--- config.mk ---
export PLATFORM = sky130hd
export DESIGN_NAME = demux_rr_collector
export DESIGN_NICKNAME = d
export VERILOG_FILES = /design/src/rtl/demux_pkg.sv /design/src/rtl/rr_pick.sv /design/src/rtl/demux_rr_collector.sv
export SDC_FILE = /design/constraint.sdc
export NUM_CORES = 1
export LEC_CHECK = 0
export ABC_AREA = 0
export BUFFER_PORTS_ARGS = -buffer_cell sky130_fd_sc_hd__buf_4
export CORE_MARGIN = 2
export CORE_UTILIZATION = 51
export CTS_CLUSTER_DIAMETER = 50
export DETAILED_ROUTE_END_ITERATION = 7
export PLACE_DENSITY = 0.77
export SYNTH_ARGS = -nofsm -noshare
export SYNTH_HDL_FRONTEND = slang
export SYNTH_SLANG_ARGS = --single-unit
--- constraint.sdc ---
create_clock -name clk -period 3 [get_ports clk]
set_input_delay 0.45 -clock clk [delete_from_list [all_inputs] [get_ports clk]]
set_output_delay 0.45 -clock clk [all_outputs]
set_load 0.005 [all_outputs]
--- src/rtl/demux_pkg.sv ---
// Shared constants and FSM state type for the demux round-robin collector.
package demux_pkg;

    localparam int N_CH  = 8;
    localparam int IDX_W = 3;

    // IDLE: nothing offered; OFFER: out_idx held on out_valid until accepted
    typedef enum logic {
        IDLE  = 1'b0,
        OFFER = 1'b1
    } state_t;

endpackage

--- src/rtl/rr_pick.sv ---
// Combinational round-robin picker: first set request bit found when
// scanning from ptr upward, wrapping from N_CH-1 back to 0.
module rr_pick #(
    parameter int N_CH  = demux_pkg::N_CH,
    parameter int IDX_W = demux_pkg::IDX_W
) (
    input  logic [N_CH-1:0]  req,
    input  logic [IDX_W-1:0] ptr,
    output logic [IDX_W-1:0] idx,
    output logic             any
);

    // cand_idx[k] is the channel visited k steps after ptr
    logic [IDX_W-1:0] cand_idx [N_CH];
    logic [N_CH-1:0]  cand_req;

    genvar gi;
    generate
        for (gi = 0; gi < N_CH; gi++) begin : g_cand
            logic [IDX_W:0] sum;
            assign sum = {1'b0, ptr} + (IDX_W + 1)'(gi);
            assign cand_idx[gi] = (sum >= (IDX_W + 1)'(N_CH)) ?
                                  IDX_W'(sum - (IDX_W + 1)'(N_CH)) :
                                  IDX_W'(sum);
            assign cand_req[gi] = req[cand_idx[gi]];
        end
    endgenerate

    // Scan from the farthest offset down so the nearest request to ptr wins
    always_comb begin
        idx = '0;
        any = 1'b0;
        for (int k = N_CH - 1; k >= 0; k--) begin
            if (cand_req[k]) begin
                idx = cand_idx[k];
                any = 1'b1;
            end
        end
    end

endmodule

--- src/rtl/demux_rr_collector.sv ---
// Collects per-channel event pulses from a demux into a pending register and
// offers one pending channel index at a time, chosen round-robin, over a
// valid/ready handshake. Re-arrival of an unserved event raises a sticky
// per-channel overflow flag.
module demux_rr_collector #(
    parameter int N_CH  = demux_pkg::N_CH,
    parameter int IDX_W = demux_pkg::IDX_W
) (
    input  logic             clk,
    input  logic             rst_n,
    input  logic [N_CH-1:0]  din,
    output logic             out_valid,
    input  logic             out_ready,
    output logic [IDX_W-1:0] out_idx,
    output logic [N_CH-1:0]  pending,
    output logic [N_CH-1:0]  ovf,
    input  logic             ovf_clr
);

    import demux_pkg::*;

    state_t           state_reg;
    state_t           state_next;
    logic [N_CH-1:0]  pending_reg;
    logic [N_CH-1:0]  pending_next;
    logic [N_CH-1:0]  ovf_reg;
    logic [N_CH-1:0]  ovf_next;
    logic [IDX_W-1:0] ptr_reg;
    logic [IDX_W-1:0] ptr_next;
    logic [IDX_W-1:0] out_idx_reg;
    logic [IDX_W-1:0] out_idx_next;
    logic [N_CH-1:0]  clr_mask;
    logic [IDX_W-1:0] pick_idx;
    logic             pick_any;
    logic             handshake;

    rr_pick #(
        .N_CH  (N_CH),
        .IDX_W (IDX_W)
    ) u_pick (
        .req (pending_reg),
        .ptr (ptr_reg),
        .idx (pick_idx),
        .any (pick_any)
    );

    // out_ready only matters while an index is actually on offer
    assign handshake = (state_reg == OFFER) && out_ready;

    genvar gi;
    generate
        for (gi = 0; gi < N_CH; gi++) begin : g_clr
            assign clr_mask[gi] = handshake && (out_idx_reg == IDX_W'(gi));
        end
    endgenerate

    // Pending/overflow update: a new event beats the handshake clear of the
    // same bit, and a bit being cleared this cycle cannot overflow
    always_comb begin
        pending_next = (pending_reg & ~clr_mask) | din;
        ovf_next     = (ovf_clr ? '0 : ovf_reg) | (din & pending_reg & ~clr_mask);
    end

    // FSM next-state: latch the winner on entry to OFFER, advance ptr past
    // the accepted index on handshake
    always_comb begin
        state_next   = state_reg;
        out_idx_next = out_idx_reg;
        ptr_next     = ptr_reg;
        case (state_reg)
            IDLE: begin
                if (pick_any) begin
                    state_next   = OFFER;
                    out_idx_next = pick_idx;
                end
            end
            OFFER: begin
                if (out_ready) begin
                    state_next = IDLE;
                    ptr_next   = (out_idx_reg == IDX_W'(N_CH - 1)) ?
                                 '0 : out_idx_reg + IDX_W'(1);
                end
            end
            default: begin
                state_next = IDLE;
            end
        endcase
    end

    // FSM state register
    always_ff @(posedge clk) begin
        if (!rst_n) begin
            state_reg <= IDLE;
        end else begin
            state_reg <= state_next;
        end
    end

    // Datapath registers; reset discards any offer in flight
    always_ff @(posedge clk) begin
        if (!rst_n) begin
            pending_reg <= '0;
            ovf_reg     <= '0;
            ptr_reg     <= '0;
            out_idx_reg <= '0;
        end else begin
            pending_reg <= pending_next;
            ovf_reg     <= ovf_next;
            ptr_reg     <= ptr_next;
            out_idx_reg <= out_idx_next;
        end
    end

    assign out_valid = (state_reg == OFFER);
    assign out_idx   = out_idx_reg;
    assign pending   = pending_reg;
    assign ovf       = ovf_reg;

endmodule

Word-level counts from Yosys, hierarchy flattened

Index checks and enable logic that the tools add are counted.
Widths: inputs -> output; s select.

Bits in registers: 23
Output and inout port bits: 20
Logic and storage cells: 108

$add $sub $neg: 16
Muxes and demuxes: 45
$lt $le $gt $ge: 16
Eq/ne operators: 7
Reduce and logical (&&, ||, !) cells: 12
Bitwise gates (word level): 7

Operator list:

| kind                | count |
|---|---|
| $mux 3              | 17 |
| $lt 3x4->1 const B  | 8 |
| $ge 4x4->1 const B  | 7 |
| $and 8x8->8         | 3 |
| $bmux 1 s3          | 8 |
| $sub 3x1->3 const B | 8 |
| $mux 1              | 18 |
| $add 3x3->4 const B | 4 |
| $or 8x8->8          | 2 |
| $eq 3x3->1 const B  | 4 |
| $logic_and 1x1->1   | 9 |
| $add 3x2->4 const B | 2 |
| $mux 8              | 1 |
| $not 8->8           | 1 |
| $eq 3x2->1 const B  | 2 |
| $add 3x1->4 const B | 1 |
| $ge 3x4->1 const B  | 1 |
| $reduce_and 2->1    | 2 |
| $add 3x1->3 const B | 1 |
| $eq 3x1->1 const B  | 1 |
| $logic_not 3->1     | 1 |
| $pmux 1 s2          | 1 |
| $not 1->1           | 1 |

Depth between registers and ports, before layout

Gate-level depths: netlist (run 1).

Depth after elaboration: 15
Mapped depth: 12
Depth with buffers taken out: 9

Modules after synthesis

A second synthesis (run 1) with hierarchy kept.

Cells, all modules: 178
Area, all modules: 1,726.7 µm²

Modules (own cells, without submodules):

| module             | cells an instance | area each (µm²) | instances |
|---|---|---|---|
| demux_rr_collector | 98                | 920.9           | 1 |
| rr_pick            | 80                | 805.8           | 1 |

Worst setup path after synthesis (run 1)

OpenSTA, ideal clock, no wires.

Path kind: flip-flop to flip-flop
Start: register ptr_reg[1]
End: register out_idx_reg[1] (netlist: out_idx[1])
Arrival: 2.696 ns
Data required time: 2.866 ns
Clock period less this slack: 2.829 ns
Library setup time: 0.134 ns
Cell stages (with the launch flop): 12
Slack: 0.171 ns
Buffers on the path: 3
Cell sequence: dfxtp_1 > buf_6 > clkbuf_1 > inv_1 > ha_1 > buf_6 > mux2_2 > mux2_2 > nor4_2 > a21oi_1 > mux2i_1 > o22ai_1

Word-level cells in the longest chain between the ends: 14

RTL lines:

| element                                   | line                         | text |
|---|---|---|
| from (decl)                               | demux_rr_collector.sv:28     | `logic [IDX_W-1:0] ptr_reg;` |
| from (signal assigned)                    | demux_rr_collector.sv:109    | `ptr_reg <= ptr_next;` |
| $add 3x3->4                               | rr_pick.sv:21                | `assign sum = {1'b0, ptr} + (IDX_W + 1)'(gi);` |
| $ge 4x4->1 or $sub 3x1->3 (tied branches) | rr_pick.sv:22, rr_pick.sv:23 |  |
| $mux 3                                    | rr_pick.sv:22                | `assign cand_idx[gi] = (sum >= (IDX_W + 1)'(N_CH)) ?` |
| $bmux 1 s3                                | rr_pick.sv:25                | `assign cand_req[gi] = req[cand_idx[gi]];` |
| $mux 1 (not written as such)              | rr_pick.sv:25                |  |
| $mux 1 (8 in series)                      | rr_pick.sv:34                | `if (cand_req[k]) begin` |
| $reduce_and 2->1 (no source line)         | --                           |  |
| to (signal assigned)                      | demux_rr_collector.sv:110    | `out_idx_reg <= out_idx_next;` |
| to (decl)                                 | demux_rr_collector.sv:30     | `logic [IDX_W-1:0] out_idx_reg;` |

Several ways; a longest one is shown, not always the timed one. The select of a mux whose other input is x is not followed.
A chain may end at the register's enable or synchronous reset.

Worst setup path in the final report (run 1)

Start: register ptr_reg[0]
End: register out_idx_reg[1] (netlist: out_idx[1])

Same word-level chain as after synthesis.

==> results of run 1 <==
## power groups by stage
stage                     logic (mW)  registers (mW)  clock network [mW]
after detailed placement       0.473           0.378                   0
after floorplan                0.348           0.368                   0
final                          0.482           0.372               0.146
after global placement         0.466           0.378                   0
after CTS                      0.476           0.371               0.149
after global routing           0.531           0.377               0.163
## worst paths after layout
path / startpoint / endpoint / slack, ns
worst max-delay path: ptr_reg[0] / out_idx[1] / 0.21
worst min-delay path: din[7] / pending[7] / 0.35
worst max register to register: ptr_reg[0] / out_idx[1] / 0.21
worst min register to register: out_valid / out_valid / 0.56
## cell type report
type | instances | area, sq um
Inverter | 11 | 43.8
Multi-Input combinational cell | 172 | 1250
Clock inverter | 1 | 5.00
Timing Repair Buffer | 35 | 263
Tap cell | 46 | 57.6
Sequential cell | 23 | 460
Fill cell | 306 | 1290
Clock buffer | 3 | 22.5
## synth_stat cells, drive strengths merged (5+ instances only)
cell | count | area [sq um]
nand2 | 14 | 52.6
ha | 8 | 100
nor3 | 6 | 30.0
clkbuf | 5 | 18.8
o21ai | 5 | 25.0
inv | 11 | 43.8
buf | 5 | 52.6
nor2 | 35 | 131
dfxtp | 23 | 460
a21boi | 10 | 75.1
a21oi | 18 | 90.1
nor2b | 8 | 50.1
mux2 | 8 | 90.1
mux4 | 6 | 143
mux2i | 15 | 150
## stage by stage
stage                     hold WS [ns]  area [sq um]
final                            0.349          2100
after global routing             0.342          2100
after CTS                        0.343          2100
after detailed placement         0.540          2070
after global placement           0.547          2070
after floorplan                  0.515          1820
## routing by layer
| layer | wire length (um) | part of all wire |
|---|---|---|
| met1 | 1900 | 0.42 |
| met2 | 2250 | 0.50 |
| met3 | 307 | 0.068 |
| met4 | 57 | 0.013 |
| met5 | 0 | 0 |
## critical path, cell delays in order (launching register included)
cell     delay [ns]
dfxtp_1        0.40
inv_4          0.07
ha_1           0.55
mux2_2         0.42
mux2_2         0.32
nor4_2         0.39
a21oi_1        0.23
mux2i_1        0.20
o22ai_1        0.09
## cells by family after synthesis
family | count (synthesis) | share of synthesized area
simple gates | 76 | 0.192
compound gates | 56 | 0.202
mux | 29 | 0.210
flops | 23 | 0.253
buf+inv | 21 | 0.0632
fa+ha+maj | 8 | 0.0549
xor+xnor | 3 | 0.0247
==> impl_metrics.ini, run 1 <==
[outcome]
status = finished, final reports clean

[worst_setup_path]
crit_path_max_fanout = 11
arrival_ns = 2.98
critPathLaunchType = register
r2r_cells = 8
path_class = register to register
cp-end-kind = register
cp.required_ns = 3.18

[place]
globalplace.congestion = 0.881
hpwl_um = 3450
placedCellCount = 287
port_buffers = 31
pre_cts_slack_ns = 0.255

[clock_network]
cts-root-buf = clkbuf_4
clk_pin_slew_worst_paths_ns = 0.13
cts_hold_buf = 0
cts_resized = 0
cts_setup_buffers = 0
htree_num_levels = 1
cts_sinks = 23
cts-buffers-inserted = 3
cts_tree = built
clk_path_buf_depth = 2
worstSkewPairLatency_ns = 0.31

[grt]
grt_pass1_wl_um = 7760
grt_pass1_vias = 1693
use_met3 = 0.0405
grtUsageMet1 = 0.290
grt_max_degree = 22
grt_antenna_before_repair = 0
use_met2 = 0.426
grt-ovfl-total = 0
grt_usage = 0.238
top_usage_layer = met2

[power]
leakage_nw = 0.898
p_per_area_mw_per_mm2 = 476
power_switching_uw = 391
internal-power_uw = 608
combPwrFrac = 0.482
netSwitchingFraction = 0.391
pwr-share-clk = 0.146
seq_power_share = 0.372
ir_worst_vdd_uv = 225
finalPower_uw = 1000

[yosys]
syn_area_per_cell_sq_um = 8.43
yosys_register_bits = 23
ys_warn_count = 0
synthDistinctLibCells = 46
syn-num-nets = 236
yosysSeqAreaShare = 0.253
synth_cells = 216
synthesis.area_sq_mm = 0.00182
synth_edf_count = 0
ys_async_sr_fraction = 0
ys.flop_type = dfxtp_1

[cells_and_area]
stdcell_count = 291
final_nets = 266
diodes = 0
layout_common_cells = nor2_1, buf_4, dfxtp_1
drive_gt1_frac = 0.220
final_util = 0.619
syn_to_final_growth_pct = 15.2

[sta]
worst_pin_slew_ns = 0.618
final_max_slew_viol_count = 0
slew_headroom = 0.588
fin_setup_tns_ns = 0
finalSetupViolations = 0
min_period_ns = 2.79
period_share = 0.931
finalHoldViolCount = 0
skew_ns = 0.00352
rsz0062_at_grt = no
layout_setup_ws_ns = 0.208
max_freq_mhz = 358

[routing]
antenna_left = 0
dr.pass1.iters = 4
drt-total-wl_um = 4520
vias_per_cell = 5.79
drt_iter0_drc = 193
wl_per_cell_um = 15.5
route.vias.total = 1686
drc = 0

[floorplanning]
initial_utilization = 0.537
core_area_sq_mm = 0.00339
die_h_um = 63.8
rows = 21
dieArea_sq_mm = 0.00407
io-pin-count = 32
die_w_um = 63.8

[job]
drv_cap = 0

[hold_path]
holdPathStages = 3
hp-class = input pin to register
No activity file was read; power rests on OpenSTA's default activity.
==> inputs of run 2 (changes only) <==
--- a/config.mk
+++ b/config.mk
@@ -7,11 +7,14 @@
 export LEC_CHECK = 0
 export ABC_AREA = 0
 export BUFFER_PORTS_ARGS = -buffer_cell sky130_fd_sc_hd__buf_4
+export CELL_PAD_IN_SITES_DETAIL_PLACEMENT = 0
+export CELL_PAD_IN_SITES_GLOBAL_PLACEMENT = 2
 export CORE_MARGIN = 2
-export CORE_UTILIZATION = 51
+export CORE_UTILIZATION = 31
 export CTS_CLUSTER_DIAMETER = 50
 export DETAILED_ROUTE_END_ITERATION = 7
-export PLACE_DENSITY = 0.77
+export PLACE_DENSITY_LB_ADDON = 0.1
 export SYNTH_ARGS = -nofsm -noshare
 export SYNTH_HDL_FRONTEND = slang
+export SYNTH_HIERARCHICAL = 1
 export SYNTH_SLANG_ARGS = --single-unit
==> run 2 against run 1 <==
Effect of this change:
- sequential cell count did not move
- sequential power rose by 5%
- synthesized area decreased by 5.2%
- count of clock-buffer cells in the layout is 1 higher
- fmax up 7.2%
- clock skew is 0.0013 ns lower
- first-iteration DRC count fell by 21%
==> impl_metrics.ini, run 2 <==
[outcome]
status = finished, final reports clean

[floorplanning]
core_area_sq_mm = 0.00544
die_w_um = 78.6
initial_utilization = 0.317
die_h_um = 78.6
io-pin-count = 32
dieArea_sq_mm = 0.00618
rows = 27

[clock_network]
htree_num_levels = 1
cts_sinks = 23
worstSkewPairLatency_ns = 0.26
cts_resized = 0
cts_tree = built
cts_hold_buf = 0
cts-buffers-inserted = 3
clk_pin_slew_worst_paths_ns = 0.08
cts-root-buf = clkbuf_8
clk_path_buf_depth = 2
cts_setup_buffers = 0

[yosys]
yosysTopAreaCell = dfxtp_1
ys_warn_count = 6
syn-num-nets = 198
synthDistinctLibCells = 44
ys_async_sr_fraction = 0
synthesis.area_sq_mm = 0.00173
ys.flop_type = dfxtp_1
yosys_register_bits = 23
ys_top_cells_by_area = dfxtp_1, mux4_2, ha_1
synth_edf_count = 0
synth_most_common_cell = dfxtp_1
yosysSeqAreaShare = 0.267
syn_area_per_cell_sq_um = 9.70
synth_cells = 178
synth_top_area_frac = 0.267
synth_commonest_cells = dfxtp_1, a21oi_1, nor2_1

[routing]
drt-total-wl_um = 4590
dr.pass1.iters = 4
drt_iter0_drc = 152
vias_per_cell = 5.42
antenna_left = 0
route.vias.total = 1523
drc = 0
wl_per_cell_um = 16.3

[worst_setup_path]
reg2reg_slack_ns = 0.39
r2r_cells = 9
arrival_ns = 2.80
cp-end-kind = register
regToRegEndpoint = out_idx[1]
slowest_delay_ns = 0.59
crit_buf_inv = 1
r2r-start = ptr_reg[1]
slowest_stage = mux4_2
crit_path_cell_trace = inv_1, ha_1, mux4_2, mux2_1, a211oi_1, o21ai_1, a221oi_2, mux2i_1, nor2_1
cp.required_ns = 3.20
crit_path_max_fanout = 7
path_class = register to register
critPathLaunchType = register
crit_family = multiplexers

[sta]
max_freq_mhz = 384
period_share = 0.868
worst_pin_slew_ns = 0.505
fin_setup_tns_ns = 0
finalHoldViolCount = 0
min_period_ns = 2.61
rsz0062_at_grt = no
slew_headroom = 0.663
skew_ns = 0.00218
finalSetupViolations = 0
final_max_slew_viol_count = 0

[place]
placedCellCount = 277
hpwl_um = 3430
globalplace.congestion = 0.821
port_buffers = 31

[cells_and_area]
stdcell_count = 281
regArea_sq_um = 460
multi_input_comb_area_sq_mm = 0.00117
final_nets = 230
final_common_cell = buf_4
syn_to_final_growth_pct = 19.7
fillCellCount = 581
diodes = 0
layout_common_cells = buf_4, dfxtp_1, a21oi_1
drive_gt1_frac = 0.282

[hold_path]
min_to = pending[2]
holdPathStages = 2
min-delay-start = din[2]
hp-class = input pin to register

[grt]
grt_antenna_before_repair = 0
grt_pass1_vias = 1568
grt_usage = 0.154
grt-ovfl-total = 0
grt_max_degree = 19
grt_pass1_wl_um = 7690

[power]
power_switching_uw = 372
p_per_area_mw_per_mm2 = 495
combPwrFrac = 0.430
seq_power_share = 0.381
pwr-share-clk = 0.189
ir_worst_vdd_uv = 197
leakage_nw = 0.851
netSwitchingFraction = 0.363
internal-power_uw = 652

[job]
drv_cap = 0
[run 2: cell count changes in the layout (fill, tap and decap cells not counted), sizes merged, moves of 4 or more]
cell	change
a21boi	-10
a21o	+5
mux2i	-9
mux4	+6
nand2	-5
nand2b	+4
nand3	+7
nor2	-20
nor2b	-8
nor3	-5
[run 2: worst max path at each step]
| stage | from | end | slack (ns) | cells past startpoint |
|---|---|---|---|---|
| global route | ptr_reg[1] | out_idx[1] | 0.12 | 9 |
| finish | ptr_reg[1] | out_idx[1] | 0.39 | 9 |
| CTS | ptr_reg[1] | out_idx[1] | 0.39 | 9 |
| detailed placement | ptr_reg[1] | out_idx[1] | 0.42 | 9 |
| floorplan | ptr_reg[1] | out_idx[1] | 0.20 | 11 |
| global placement | ptr_reg[1] | out_idx[1] | 0.48 | 9 |
[run 2: power groups by stage]
stage	logic, mW	registers (mW)	clock network (mW)
global route	0.488	0.397	0.219
global placement	0.441	0.396	0
finish	0.440	0.391	0.193
floorplan	0.326	0.377	0
detailed placement	0.440	0.398	0
CTS	0.443	0.390	0.201
[run 2: layout make-up]
type | instances | share of cell area
multi-input combinational | 137 | 0.567
sequential | 23 | 0.223
timing repair buffer | 35 | 0.127
tap | 72 | 0.0436
clock buffer | 4 | 0.0218
inverter | 10 | 0.0182
[run 2: per-stage QoR]
stage                     instance area (sq um)  setup slack (ns)  utilization  hold WS [ns]  total power, mW
after floorplan                            1730             0.199            -         0.461            0.703
after global placement                     2020             0.478        0.372         0.457            0.837
after detailed placement                   2020             0.422        0.372         0.462            0.838
after CTS                                  2070             0.392        0.380         0.380             1.03
after global routing                       2070             0.119        0.380         0.386             1.10
final                                      2070             0.395        0.380         0.386             1.02
[run 2: cells by family (layout without fill, tap and decap cells)]
| group | count (synthesis) | after routing | share of synthesized area |
|---|---|---|---|
| simple gates | 49 | 49 | 0.138 |
| compound gates | 48 | 48 | 0.195 |
| flops | 23 | 23 | 0.267 |
| mux | 29 | 29 | 0.272 |
| buf+inv | 18 | 49 | 0.0551 |
| fa+ha+maj | 8 | 8 | 0.0580 |
| xor+xnor | 3 | 3 | 0.0152 |
[run 2: per-layer routing]
metal | global-route usage | routed length (um) | vias to the layer above | part of all wire
li1 | - | - | 744 | -
met2 | 0.273 | 2360 | 29 | 0.51
met5 | 0 | 0 | - | 0
met3 | 0.0172 | 117 | 4 | 0.026
met1 | 0.200 | 2070 | 746 | 0.45
met4 | 0.0368 | 39 | 0 | 0.0085
==> inputs of run 3 (changes only) <==
--- a/config.mk
+++ b/config.mk
@@ -10,7 +10,7 @@
 export CELL_PAD_IN_SITES_DETAIL_PLACEMENT = 0
 export CELL_PAD_IN_SITES_GLOBAL_PLACEMENT = 2
 export CORE_MARGIN = 2
-export CORE_UTILIZATION = 31
+export CORE_UTILIZATION = 34
 export CTS_CLUSTER_DIAMETER = 50
 export DETAILED_ROUTE_END_ITERATION = 7
 export PLACE_DENSITY_LB_ADDON = 0.1
==> constraint.sdc (replaced) <==
create_clock -name clk -period 2.84 [get_ports clk]
set_input_delay 0.426 -clock clk [delete_from_list [all_inputs] [get_ports clk]]
set_output_delay 0.426 -clock clk [all_outputs]
set_load 0.005 [all_outputs]
==> run 3 against run 2 <==
Effect of this change:
- clock skew is 0.0026 ns higher
- worst hold slack worse by 0.024 ns
- total power is 6.2% higher
- first-iteration DRC count is 45% lower
- core utilization is 5.1 points higher
- critical path depth is 1 lower
- fmax is 2.4% higher
- largest cell class unchanged
==> impl_metrics.ini, run 3 (synthesis results as in run 2) <==
[sta]
max_freq_mhz = 393
min_period_ns = 2.54
fin_setup_tns_ns = 0
slew_headroom = 0.664
rsz0062_at_grt = no
finalSetupViolations = 0
finalHoldViolCount = 0
final_max_slew_viol_count = 0
period_share = 0.895
skew_ns = 0.00478
worst_pin_slew_ns = 0.503

[power]
internal-power_uw = 694
netSwitchingFraction = 0.362
pwr-share-clk = 0.184
combPwrFrac = 0.438
leakage_nw = 0.864
ir_worst_vdd_uv = 243
finalPower_mw = 1.09
seq_power_share = 0.378
p_per_area_mw_per_mm2 = 524
power_switching_uw = 394

[clock_network]
cts_hold_buf = 0
cts-buffers-inserted = 3
cts-root-buf = clkbuf_8
cts_tree = built
cts_resized = 0
clk_pin_slew_worst_paths_ns = 0.08
cts_setup_buffers = 0
worstSkewPairLatency_ns = 0.26
clk_path_buf_depth = 2
cts_sinks = 23
htree_num_levels = 1

[cells_and_area]
final_common_cell = buf_4
drive_gt1_frac = 0.294
diodes = 0
final_nets = 232
final_util = 0.431
final_area_sq_mm = 0.00208
syn_to_final_growth_pct = 20.3
stdcell_count = 278
layout_common_cells = buf_4, dfxtp_1, a21oi_1

[grt]
grt_pass1_vias = 1504
grt_usage = 0.172
grt_pass1_wl_um = 7400
grt_max_degree = 19
grt_antenna_before_repair = 0
grt-ovfl-total = 0

[floorplanning]
initial_utilization = 0.358
io-pin-count = 32
die_h_um = 75.3
core_area_sq_mm = 0.00482
rows = 25
die_w_um = 75.3
dieArea_sq_mm = 0.00566

[place]
port_buffers = 31
placedCellCount = 274
hpwl_um = 3430
placed_cell_area_sq_mm = 0.00203
globalplace.congestion = 0.806

[routing]
route.vias.total = 1530
vias_per_cell = 5.50
antenna_left = 0
wl_per_cell_um = 16.2
drc = 0
drt_iter0_drc = 83
dr.pass1.iters = 5
drt-total-wl_um = 4510

[worst_setup_path]
arrival_ns = 2.75
cp-end-kind = register
path_class = register to register
critPathLaunchType = register
cp.required_ns = 3.05
crit_path_max_fanout = 11

[job]
drv_cap = 0

[hold_path]
hp-class = input pin to register

[outcome]
status = finished, final reports clean
==> run 3: area by class of cell <==
type,instances,area (sq um)
flip-flops and latches,23,460
clock inverters,1,5.00
well taps,67,83.8
clock buffers,3,41.3
repair buffers,37,278
multi-input cells,137,1170
fillers,512,2740
inverters,10,37.5
==> run 3: critical path: stages (launching register included) <==
cell and delay (ns):
dfxtp_1 0.57, buf_4 0.27, xor2_1 0.40, mux2_2 0.43, a211oi_1 0.24, o21ai_1 0.11, a221oi_2 0.25, mux2i_1 0.10
nor2_1 0.09
==> run 3: routing by layer <==
layer | track usage | wire, um | vias up
li1 | - | - | 747
met1 | 0.231 | 2010 | 731
met2 | 0.291 | 2250 | 43
met3 | 0.0161 | 170 | 9
met4 | 0.0546 | 78 | 0
met5 | 0 | 0 | -
==> run 3: stage by stage <==
stage / setup WS (ns) / hold slack [ns]
CTS: 0.312 / 0.356
detailed placement: 0.363 / 0.463
global route: 0.178 / 0.357
finish: 0.297 / 0.362
global placement: 0.429 / 0.455
floorplan: 0.0395 / 0.461
==> run 3: power groups by stage <==
stage	Combinational, mW	Clock (mW)	Sequential (mW)
6_report	0.476	0.200	0.411
3_3_place_gp	0.468	0	0.417
5_1_grt	0.522	0.225	0.420
4_1_cts	0.476	0.209	0.411
2_1_floorplan	0.344	0	0.398
3_5_place_dp	0.471	0	0.419
==> run 3: final timing paths <==
path | cells past startpoint | endpoint | from | slack [ns]
worst max-delay path | 8 | out_idx[1] | ptr_reg[2] | 0.30
worst min register to register | 2 | ovf[4] | ovf[4] | 0.48
worst min-delay path | 2 | pending[5] | din[5] | 0.36
worst max register to register | 8 | out_idx[1] | ptr_reg[2] | 0.30
